===== config.mk =====
export PLATFORM = sky130hd
export DESIGN_NAME = pc_redirect_unit
export DESIGN_NICKNAME = d
export VERILOG_FILES = /design/src/rtl/pc_redirect_unit.sv
export SDC_FILE = /design/constraint.sdc
export NUM_CORES = 1
export LEC_CHECK = 0
export ABC_CLOCK_PERIOD_IN_PS = 5300
export CORE_MARGIN = 5
export CORE_UTILIZATION = 55
export CTS_BUF_LIST = sky130_fd_sc_hd__clkbuf_2
export CTS_CLUSTER_DIAMETER = 200
export DETAILED_ROUTE_END_ITERATION = 16
export PLACE_DENSITY = 0.9
export SKIP_LAST_GASP = 1
export SLEW_MARGIN = 0
export SYNTH_ARGS = -nofsm -noshare
export SYNTH_HDL_FRONTEND = slang
export SYNTH_SLANG_ARGS = --single-unit

===== constraint.sdc =====
create_clock -name clk_in -period 5.3 [get_ports clk_in]
set_input_delay 1.06 -clock clk_in [delete_from_list [all_inputs] [get_ports clk_in]]
set_output_delay 1.06 -clock clk_in [all_outputs]
set_load 0.02 [all_outputs]

===== src/rtl/pc_redirect_unit.sv =====
// ---------------------------------------------------------------------------
// pc_redirect_unit
//
// Fetch-side program counter and control-flow redirect controller for the
// RV32I core. EX supplies a resolved branch/jump decision. This block then
// does four things:
//   - computes the redirect target,
//   - steers the fetch PC to that target,
//   - squashes wrong-path IF/ID instructions for a fixed number of unstalled
//     cycles,
//   - parks a redirect that arrives while fetch is stalled.
// A target with bit 1 set is not taken. Instead it is reported as an
// instruction-address-misaligned event.
//
// Parameters
//   RESET_PC      fetch PC after reset
//   FLUSH_CYCLES  unstalled cycles flush_out stays high after a redirect (1..7)
//
// Ports
//   clk_in            core clock, rising-edge
//   rst_n_in          asynchronous active-low reset
//   stall_in          fetch stall; PC and flush countdown hold while high
//   ex_valid_in       EX stage holds a valid instruction
//   branch_taken_in   taken flag from the EX comparator (1 for JAL/JALR)
//   opcode_6_to_2_in  EX opcode bits [6:2]
//   ex_pc_in          PC of the EX instruction
//   imm_in            sign-extended immediate of the EX instruction
//   rs1_in            forwarded rs1 value (JALR base)
//   pc_out            registered fetch PC
//   link_addr_out     combinational ex_pc_in + 4 (rd value for JAL/JALR)
//   redirect_out      one-cycle pulse: PC was loaded with a target last edge
//   flush_out         registered IF/ID squash
//   misaligned_out    one-cycle pulse: misaligned control-flow target seen
// ---------------------------------------------------------------------------
module pc_redirect_unit #(
    parameter logic [31:0] RESET_PC     = 32'h0000_0000,
    parameter int unsigned FLUSH_CYCLES = 2
) (
    input  logic        clk_in,
    input  logic        rst_n_in,
    input  logic        stall_in,
    input  logic        ex_valid_in,
    input  logic        branch_taken_in,
    input  logic [4:0]  opcode_6_to_2_in,
    input  logic [31:0] ex_pc_in,
    input  logic [31:0] imm_in,
    input  logic [31:0] rs1_in,
    output logic [31:0] pc_out,
    output logic [31:0] link_addr_out,
    output logic        redirect_out,
    output logic        flush_out,
    output logic        misaligned_out
);

    localparam logic [4:0] OPC_BRANCH = 5'b11000;
    localparam logic [4:0] OPC_JAL    = 5'b11011;
    localparam logic [4:0] OPC_JALR   = 5'b11001;
    localparam logic [2:0] FLUSH_LOAD = 3'(FLUSH_CYCLES);

    logic [2:0]  flush_cnt;
    logic [2:0]  flush_cnt_next;
    logic        pending_valid;
    logic [31:0] pending_target;

    logic        is_ctrl_flow;
    logic        is_jalr;
    logic        req;
    logic        req_misaligned;
    logic [31:0] target;

    assign link_addr_out = ex_pc_in + 32'd4;

    // Decode the EX decision and form the redirect target. JALR clears bit 0
    // of its sum. Branch and JAL are PC-relative.
    always_comb begin
        is_ctrl_flow = 1'b0;
        is_jalr      = 1'b0;
        case (opcode_6_to_2_in)
            OPC_BRANCH: is_ctrl_flow = 1'b1;
            OPC_JAL:    is_ctrl_flow = 1'b1;
            OPC_JALR: begin
                is_ctrl_flow = 1'b1;
                is_jalr      = 1'b1;
            end
            default:    is_ctrl_flow = 1'b0;
        endcase

        if (is_jalr)
            target = (rs1_in + imm_in) & ~32'h1;
        else
            target = ex_pc_in + imm_in;
    end

    // While a flush is counting down or a redirect is parked, anything in EX
    // is on the wrong path. Requests from it are therefore dropped.
    assign req = ex_valid_in & branch_taken_in & is_ctrl_flow &
                 (flush_cnt == 3'd0) & ~pending_valid;
    assign req_misaligned = req & target[1];

    // The flush countdown reloads on any accepted request, aligned or not.
    // Otherwise it drains by one per unstalled cycle.
    always_comb begin
        if (req)
            flush_cnt_next = FLUSH_LOAD;
        else if (!stall_in && flush_cnt != 3'd0)
            flush_cnt_next = flush_cnt - 3'd1;
        else
            flush_cnt_next = flush_cnt;
    end

    // Fetch PC, parked redirect and registered status pulses. Priority order:
    //   1. A misaligned request only raises the flag. The PC keeps its normal
    //      sequence.
    //   2. An aligned request either redirects now or parks if fetch is
    //      stalled.
    //   3. A parked target is released on the first unstalled edge.
    //   4. Otherwise the PC steps by 4 when not stalled.
    always_ff @(posedge clk_in or negedge rst_n_in) begin
        if (!rst_n_in) begin
            pc_out         <= RESET_PC;
            redirect_out   <= 1'b0;
            flush_out      <= 1'b0;
            misaligned_out <= 1'b0;
            flush_cnt      <= 3'd0;
            pending_valid  <= 1'b0;
            pending_target <= 32'h0;
        end else begin
            redirect_out   <= 1'b0;
            misaligned_out <= 1'b0;
            flush_cnt      <= flush_cnt_next;
            flush_out      <= (flush_cnt_next != 3'd0);

            if (req_misaligned) begin
                misaligned_out <= 1'b1;
                if (!stall_in)
                    pc_out <= pc_out + 32'd4;
            end else if (req) begin
                if (stall_in) begin
                    pending_valid  <= 1'b1;
                    pending_target <= target;
                end else begin
                    pc_out       <= target;
                    redirect_out <= 1'b1;
                end
            end else if (pending_valid && !stall_in) begin
                pc_out        <= pending_target;
                pending_valid <= 1'b0;
                redirect_out  <= 1'b1;
            end else if (!stall_in) begin
                pc_out <= pc_out + 32'd4;
            end
        end
    end

endmodule


# Word-level counts from Yosys, hierarchy flattened
# Cells that the tools add are included.
# classes
add_sub_neg	5
n_eq_ne	5
mux	18
n_reduce_logical	10
n_bitwise	7
# op_table
cell	n
$mux 32	6
$add 32x3->32 const B	2
$add 32x32->32	2
$eq 5x5->1 const B	3
$mux 1	10
$mux 3	2
$reduce_and 3->1	2
$reduce_bool 3->1	2
$and 1x1->1	5
$logic_not 3->1	1
$ne 3x2->1 const B	1
$reduce_or 3->1	1
$sub 3x1->3 const B	1
$logic_and 1x1->1	2
$ne 2x2->1 const B	1
$not 1->1	2
$reduce_bool 2->1	1
$logic_not 1->1	1
# totals
reg_bits	71
input_bits	106
output_inout_bits	67
wordCells	52

# Depth between registers and ports, before layout
# Gate-level depths: netlist of the first run.
# logic_depth
word_depth	9
ltp_mapped	12

# Worst setup path after synthesis of the first run
# No wires, ideal clock.
# synth_timing
path_type	input to output
startpoint	input ex_pc_in[4]
endpoint	output link_addr_out[30]
path_slack_ps	1347
required_ps	4240
path_stages	10
arrival_ps	2893
cell_sequence	and3_1 -> and2_1 -> and3_1 -> nor2b_1 -> and3_1 -> nand2_1 -> or2_1 -> nor2_1 -> nand4_1 -> xnor2_1
# synth_via
elab_chain_len	1
# synth_rtl
item	line	text
start, declared	45	input logic [31:0] ex_pc_in,
$add 32x3->32	71	assign link_addr_out = ex_pc_in + 32'd4;
end, declared	49	output logic [31:0] link_addr_out,
# No other way between the ends.

# Final worst setup path of the first run
# layout_timing
startpoint	input ex_pc_in[6]
endpoint	output link_addr_out[30]
# The elaborated chain is that of the path after synthesis.

==> results of run 1 <==
==> metal layers <==
layer  global-route usage [%]  part of all wire, %  up-vias
met4                     6.91                  2.2        0
met1                     38.5                   43     3937
li1                         -                    -     4169
met2                     45.4                   46      423
met3                     5.28                  8.9       55
met5                        0                    0        -
==> state kept, by name (all words and copies together) (netlist names) <==
register	cells
flush_out	1
redirect_out	1
pending_valid	1
flush_cnt	3
pc_out	32
misaligned_out	1
pending_target	32
==> cell usage after synthesis, types with 11 or more instances <==
master    instances  area, sq um
a21o_1           18          135
inv_1            26         97.6
nor3_1           23          115
nand4_1          21          131
xor2_1           29          254
o21ai_0          67          335
clkbuf_1         36          135
o21bai_1         13         97.6
dfrtp_1          71         1780
nand3_1          32          160
a211oi_1         11         82.6
o21ai_1          22          110
a21oi_1         105          526
ha_1             65          813
nor2_1          117          439
nand2_1         129          484
xnor2_1          62          543
and3_1           18          113
a31oi_1          18          113
==> per-stage QoR <==
step	util, %	worst slack (ns)	cell area (sq um)
2_1_floorplan	-	1.35	7890
3_3_place_gp	69.9	0.137	9770
3_5_place_dp	69.9	0.0838	9770
4_1_cts	70.5	0.0622	9860
5_1_grt	70.5	0.0139	9870
6_report	70.5	0.206	9870
==> where the power goes <==
group	switching [mW]	internal, mW
Clock	0.184	0.105
Sequential	0.0952	0.637
Combinational	0.592	0.508
Total	0.871	1.25
==> cell families (layout without fill, tap and decap cells) <==
family                   Yosys count  count (layout)  synth area share [%]
AND/OR/NAND/NOR                  395             395                  23.3
AO/OA/AOI/OAI                    344             344                  28.3
XOR/XNOR                          91              91                  10.1
buffers and inverters             73             229                  3.65
flip-flops                        71              71                  22.5
adder cells (fa/ha/maj)           67              67                  10.8
multiplexers                      10              10                  1.32
==> how the worst max path moves through the flow <==
stage                      startpoint                end
after floorplan           ex_pc_in[4]  link_addr_out[30]
after global placement    ex_pc_in[6]  link_addr_out[30]
after detailed placement  ex_pc_in[6]  link_addr_out[30]
after CTS                 ex_pc_in[6]  link_addr_out[30]
after global routing      ex_pc_in[6]  link_addr_out[30]
final                     ex_pc_in[6]  link_addr_out[30]
==> what timing repair did <==
item	in CTS	in global routing
gates resized for setup	0	1
hold endpoints to repair	0	0
setup endpoints to repair	0	2
==> cell type report <==
class                   count  area, sq um
clock buffers              11         55.1
clock inverters             2         35.0
fillers                  1196         4120
inverters                  27          101
multi-input cells         907         5830
flip-flops and latches     71         1780
well taps                 180          225
repair buffers            189         1840
==> worst register-to-register path: cells and delay by family, from the launching register on <==
kind,cells,cell delay [ns]
AO/OA/AOI/OAI,1,0.16
adder cells (fa/ha/maj),1,0.17
buffers and inverters,1,0.09
flip-flops,1,0.43
multiplexers,1,0.41
AND/OR/NAND/NOR,4,1.76
==> flow_summary_export.csv, run 1 <==
group,metric,value,unit
sta,setup_viol,0,
sta,fmax,196,MHz
critical_path,rr_endpoint,"pending_target[27]$_DFFE_PN0P_",
synth,synth_edf_count,0,
hold_path,min_path_type,"reg -> reg",
critical_path,cp_slowest_cell,"clkdlybuf4s50_1",
floorplanning,die_h,130,microns
sta,hold_viol_final,0,
detailed_routing,drt-initial-drc-count,933,
grt,antenna_found_initial,0,
detailed_routing,via_count,8584,
grt,grt_pass1_wl,38.9,mm
detailed_routing,drc_errors,0,
critical_path,slowest_delay,0.63,ns
hold_path,hold_path_depth,2,
synth,synth_area,7890,sq um
cts,cts_setup_buffers,0,
detailed_routing,ant_nets,0,
synth,async_flop_share,100,%
critical_path,cp.required,4.24,ns
cts,insertion_delay,0.55,ns
cells_and_area,drive_gt1_share,4.39,%
placement,place_inst,1374,
critical_path,rr_startpoint,"flush_cnt[0]$_DFF_PN0_",
synth,synth_area_per_cell,7.50,sq um
power_and_ir_drop,leakage,4.11,nW
cts,clock-sinks,71,
cts,cts_hold_buf,0,
grt,grt_max_degree,72,
sta,finalClockSkew,0.0212,ns
hold_path,holdPathEnd,"pending_target[8]$_DFFE_PN0P_",
cells_and_area,num_antenna_cells,0,
cts,cts_made_buffers,9,
run_status,outcome,"finished, final reports clean",
cells_and_area,syn2layout_area_growth,25.1,%
cells_and_area,final_cell_mix,"clkdlybuf4s50_1, nand2_1, nor2_1, a21oi_1, dfrtp_1",
synth,yosysUniqueCellTypes,75,
cells_and_area,nets,1378,
cts,htree_levels,3,
critical_path,critPathBufInv,2,
synth,synthFlopType,"dfrtp_1",
sta,rsz0062_at_grt,"false",
power_and_ir_drop,p_total,2.12,mW
sta,setup_tns,0,ns
floorplanning,pin_count,173,
hold_path,hold_start,"pending_target[8]$_DFFE_PN0P_",
floorplanning,start_util,56.4,%
placement,globalplace.congestion,0.927,
cts,cts_tree,"done",
sta,slew_violations,0,
detailed_routing,drt-total-wl,23.7,mm
floorplanning,dieArea,16800,sq um
critical_path,worstSetupPathType,"in -> out",
detailed_routing,vias_per_cell,6.19,
cells_and_area,final_cells,1387,
grt,grt_pass1_vias,8103,
sta,relSlewSlack,40.2,%
cts,clockBufferDepth,2,
floorplanning,design.core.area,14000,sq um
detailed_routing,avgRoutedWirePerCell,17.1,microns
critical_path,crit_path_frequent_cell,"and3_1",
critical_path,crit_chain,"clkdlybuf4s50_1 > and3_1 > and2_1 > and3_1 > nor2b_2 > and3_1 > nand2_1 > or2_1 > nor2_1 > nand4_1 > xnor2_1 > clkdlybuf4s50_1",
detailed_routing,dr.pass1.iters,6,
grt,overflow,0,
power_and_ir_drop,p_per_area,215,nW/um^2
critical_path,path_max_fanout,4,
floorplanning,std_cell_rows,43,
synth,ys_ff_latch,71,
cells_and_area,mostFrequentLayoutCell,"clkdlybuf4s50_1",
synth,synth_cells,1051,
placement,io_buffers,172,
critical_path,crit_path_end_kind,"output pin",
sta,hold_slack,0.495,ns
synth,ys_warn_count,0,
cts,path_clk_slew,0.16,ns
critical_path,r2r_cells,8,
cts,root_buffer,"clkbuf_2",
synth,seq_area_frac_synth,22.5,%
placement,dp_hpwl,19.1,mm
critical_path,rrSetupSlack,2.20,ns
critical_path,critical_path_arrival,4.03,ns
sta,period_needed,5.09,ns
power_and_ir_drop,ir_drop,0.0000999,V
critical_path,crit_family,"simple AND/OR/NAND/NOR gates",
sta,fin_crit_sh,96.1,%
job,cap_viol_max_count,0,
synth,syn_nets,1224,
critical_path,start_kind,"input pin",
critical_path,cp.depth,12,
sta,max_slew.worst_pin.slew,0.897,ns
grt,grt_usage,27.9,%
floorplanning,dieWidth,130,microns
No activity file was read; power rests on OpenSTA's default activity.
==> inputs of run 2 (changes only) <==
--- a/config.mk
+++ b/config.mk
@@ -9,8 +9,9 @@
 export CORE_MARGIN = 5
 export CORE_UTILIZATION = 55
 export CTS_BUF_LIST = sky130_fd_sc_hd__clkbuf_2
-export CTS_CLUSTER_DIAMETER = 200
+export CTS_CLUSTER_DIAMETER = 60
 export DETAILED_ROUTE_END_ITERATION = 16
+export GPL_TIMING_DRIVEN = 0
 export PLACE_DENSITY = 0.9
 export SKIP_LAST_GASP = 1
 export SLEW_MARGIN = 0
==> flow_summary_export.csv, run 2 (synthesis results as in run 1) <==
group,metric,value,unit
critical_path,rrSetupSlack,2.30,ns
cells_and_area,mostFrequentLayoutCell,"clkdlybuf4s50_1",
cts,path_clk_slew,0.19,ns
cells_and_area,syn2layout_area_growth,25.9,%
placement,dp_hpwl,20.6,mm
job,cap_viol_max_count,0,
cells_and_area,nFillCells,1159,
critical_path,rr_endpoint,"pc_out[20]$_DFFE_PN0P_",
floorplanning,start_util,56.4,%
floorplanning,dieWidth,130,microns
power_and_ir_drop,p_total,2.10,mW
grt,antenna_found_initial,1,
critical_path,path_max_fanout,5,
detailed_routing,avgRoutedWirePerCell,18.0,microns
sta,max_slew.worst_pin.slew,0.904,ns
power_and_ir_drop,leakage,4.11,nW
power_and_ir_drop,p_per_area,211,nW/um^2
hold_path,min_path_type,"reg -> reg",
sta,fin_crit_sh,95.8,%
critical_path,crit_path_end_kind,"output pin",
cells_and_area,final_cell_mix,"clkdlybuf4s50_1, nand2_1, nor2_1, a21oi_1, dfrtp_1",
floorplanning,design.core.area,14000,sq um
detailed_routing,vias_per_cell,6.30,
sta,fmax,197,MHz
sta,rsz0062_at_grt,"true",
detailed_routing,dr.pass1.iters,7,
critical_path,critical_path_arrival,4.02,ns
power_and_ir_drop,ir_drop,0.0000984,V
sta,slew_violations,0,
detailed_routing,drt-total-wl,25.6,mm
placement,dpl_worst_slack,0.0365,ns
sta,relSlewSlack,39.8,%
cells_and_area,nets,1408,
cts,cts_tree,"done",
detailed_routing,drt-initial-drc-count,1019,
detailed_routing,drc_errors,0,
sta,hold_viol_final,0,
sta,setup_viol,0,
grt,grt_usage,29.5,%
grt,overflow,0,
sta,period_needed,5.08,ns
cells_and_area,ff_latch_area,1780,sq um
cts,root_buffer,"clkbuf_2",
hold_path,holdPathEnd,"pending_target[29]$_DFFE_PN0P_",
floorplanning,die_h,130,microns
floorplanning,std_cell_rows,43,
cts,insertion_delay,0.54,ns
grt,grt_pass1_vias,8388,
cts,htree_levels,3,
detailed_routing,ant_nets,0,
floorplanning,pin_count,173,
cts,cts_made_buffers,9,
critical_path,cp.required,4.24,ns
run_status,outcome,"finished, final reports clean",
grt,grt_pass1_wl,40.5,mm
sta,postLayoutSetupSlackWorst,0.224,ns
detailed_routing,via_count,8958,
cells_and_area,multi_input_area,5830,sq um
sta,finalClockSkew,0.0232,ns
critical_path,start_kind,"input pin",
placement,globalplace.congestion,0.962,
cells_and_area,drive_gt1_share,3.63,%
critical_path,worstSetupPathType,"in -> out",
cts,clock-sinks,71,
hold_path,hold_start,"pending_target[29]$_DFFE_PN0P_",
grt,grt_max_degree,72,
critical_path,rr_startpoint,"flush_cnt[0]$_DFF_PN0_",
cts,clockBufferDepth,2,
cells_and_area,top_regs,"pc_out: 32 flops, pending_target: 32 flops, flush_cnt: 3 flops",
floorplanning,dieArea,16800,sq um
placement,io_buffers,171,
hold_path,hold_path_depth,2,
critical_path,r2r_cells,11,
[run 2: cell count changes in the layout (fill, tap and decap cells not counted), sizes merged]
| cell | change |
|---|---|
| buf | -5 |
| bufinv | -1 |
| clkbuf | +35 |
| clkdlybuf4s50 | -3 |
| clkinv | +4 |
| clkinvlp | +1 |
| diode | +1 |
| dlymetal6s2s | +2 |
[run 2: layout make-up]
class / count / share of cell area [%]
Clock inverter: 6 / 0.277
Clock buffer: 10 / 0.504
Buffer: 46 / 1.88
Tap cell: 180 / 2.27
Multi-Input combinational cell: 907 / 58.7
Sequential cell: 71 / 17.9
Timing Repair Buffer: 173 / 17.4
Inverter: 27 / 1.02
Antenna cell: 1 / 0.0252
[run 2: where the power goes]
| group | total [mW] | switching [mW] | internal [mW] |
|---|---|---|---|
| Combinational | 1.11 | 0.607 | 0.505 |
| Sequential | 0.731 | 0.0939 | 0.637 |
| Clock | 0.255 | 0.198 | 0.0566 |
| Total | 2.10 | 0.899 | 1.20 |
[run 2: metrics by stage]
stage | area, sq um | hold slack (ns) | TNS [ns] | instances | util, %
5_1_grt | 9930 | 0.524 | -0.0720 | 1421 | 71.0
2_1_floorplan | 7890 | 0.439 | 0 | 1051 | -
3_5_place_dp | 9820 | 0.459 | 0 | 1402 | 70.2
4_1_cts | 9900 | 0.497 | 0 | 1418 | 70.8
6_report | 9930 | 0.498 | 0 | 1421 | 71.0
3_3_place_gp | 9820 | 0.455 | 0 | 1402 | 70.2
[run 2: how the worst max path moves through the flow]
stage	startpoint	to	cells past startpoint
floorplan	ex_pc_in[4]	link_addr_out[30]	10
global placement	ex_pc_in[4]	link_addr_out[31]	10
detailed placement	ex_pc_in[4]	link_addr_out[31]	10
CTS	ex_pc_in[4]	link_addr_out[29]	10
global route	ex_pc_in[4]	link_addr_out[29]	10
finish	ex_pc_in[4]	link_addr_out[29]	10
[run 2: critical path, stage by stage]
cell and delay [ns]:
clkdlybuf4s50_1 0.59, and3_1 0.21, and2_1 0.16, nand4_1 0.24
nor2_4 0.23, nand4_1 0.20, or3_1 0.42, nor2_1 0.14
xor2_1 0.15, clkdlybuf4s50_1 0.62
[run 2: timing repair]
action                                  CTS  global route
gates resized for setup                   0             5
endpoints found under the setup margin    0             6
buffers inserted                          0             2
hold buffers                              0             0
[run 2: routing by layer]
metal | track usage (%) | routed length, microns | vias to the layer above
li1 | - | - | 4228
met1 | 39.7 | 10300 | 4082
met2 | 48.6 | 11800 | 579
met3 | 3.85 | 2630 | 69
met4 | 11.1 | 819 | 0
met5 | 0 | 0 | -
==> inputs of run 3 (changes only) <==
--- a/config.mk
+++ b/config.mk
@@ -9,7 +9,6 @@
 export CORE_MARGIN = 5
 export CORE_UTILIZATION = 55
 export CTS_BUF_LIST = sky130_fd_sc_hd__clkbuf_2
-export CTS_CLUSTER_DIAMETER = 60
 export DETAILED_ROUTE_END_ITERATION = 16
 export GPL_TIMING_DRIVEN = 0
 export PLACE_DENSITY = 0.9
==> results of run 3 <==
Same layout as run 2: the final DEF is identical, and so are final timing and power.
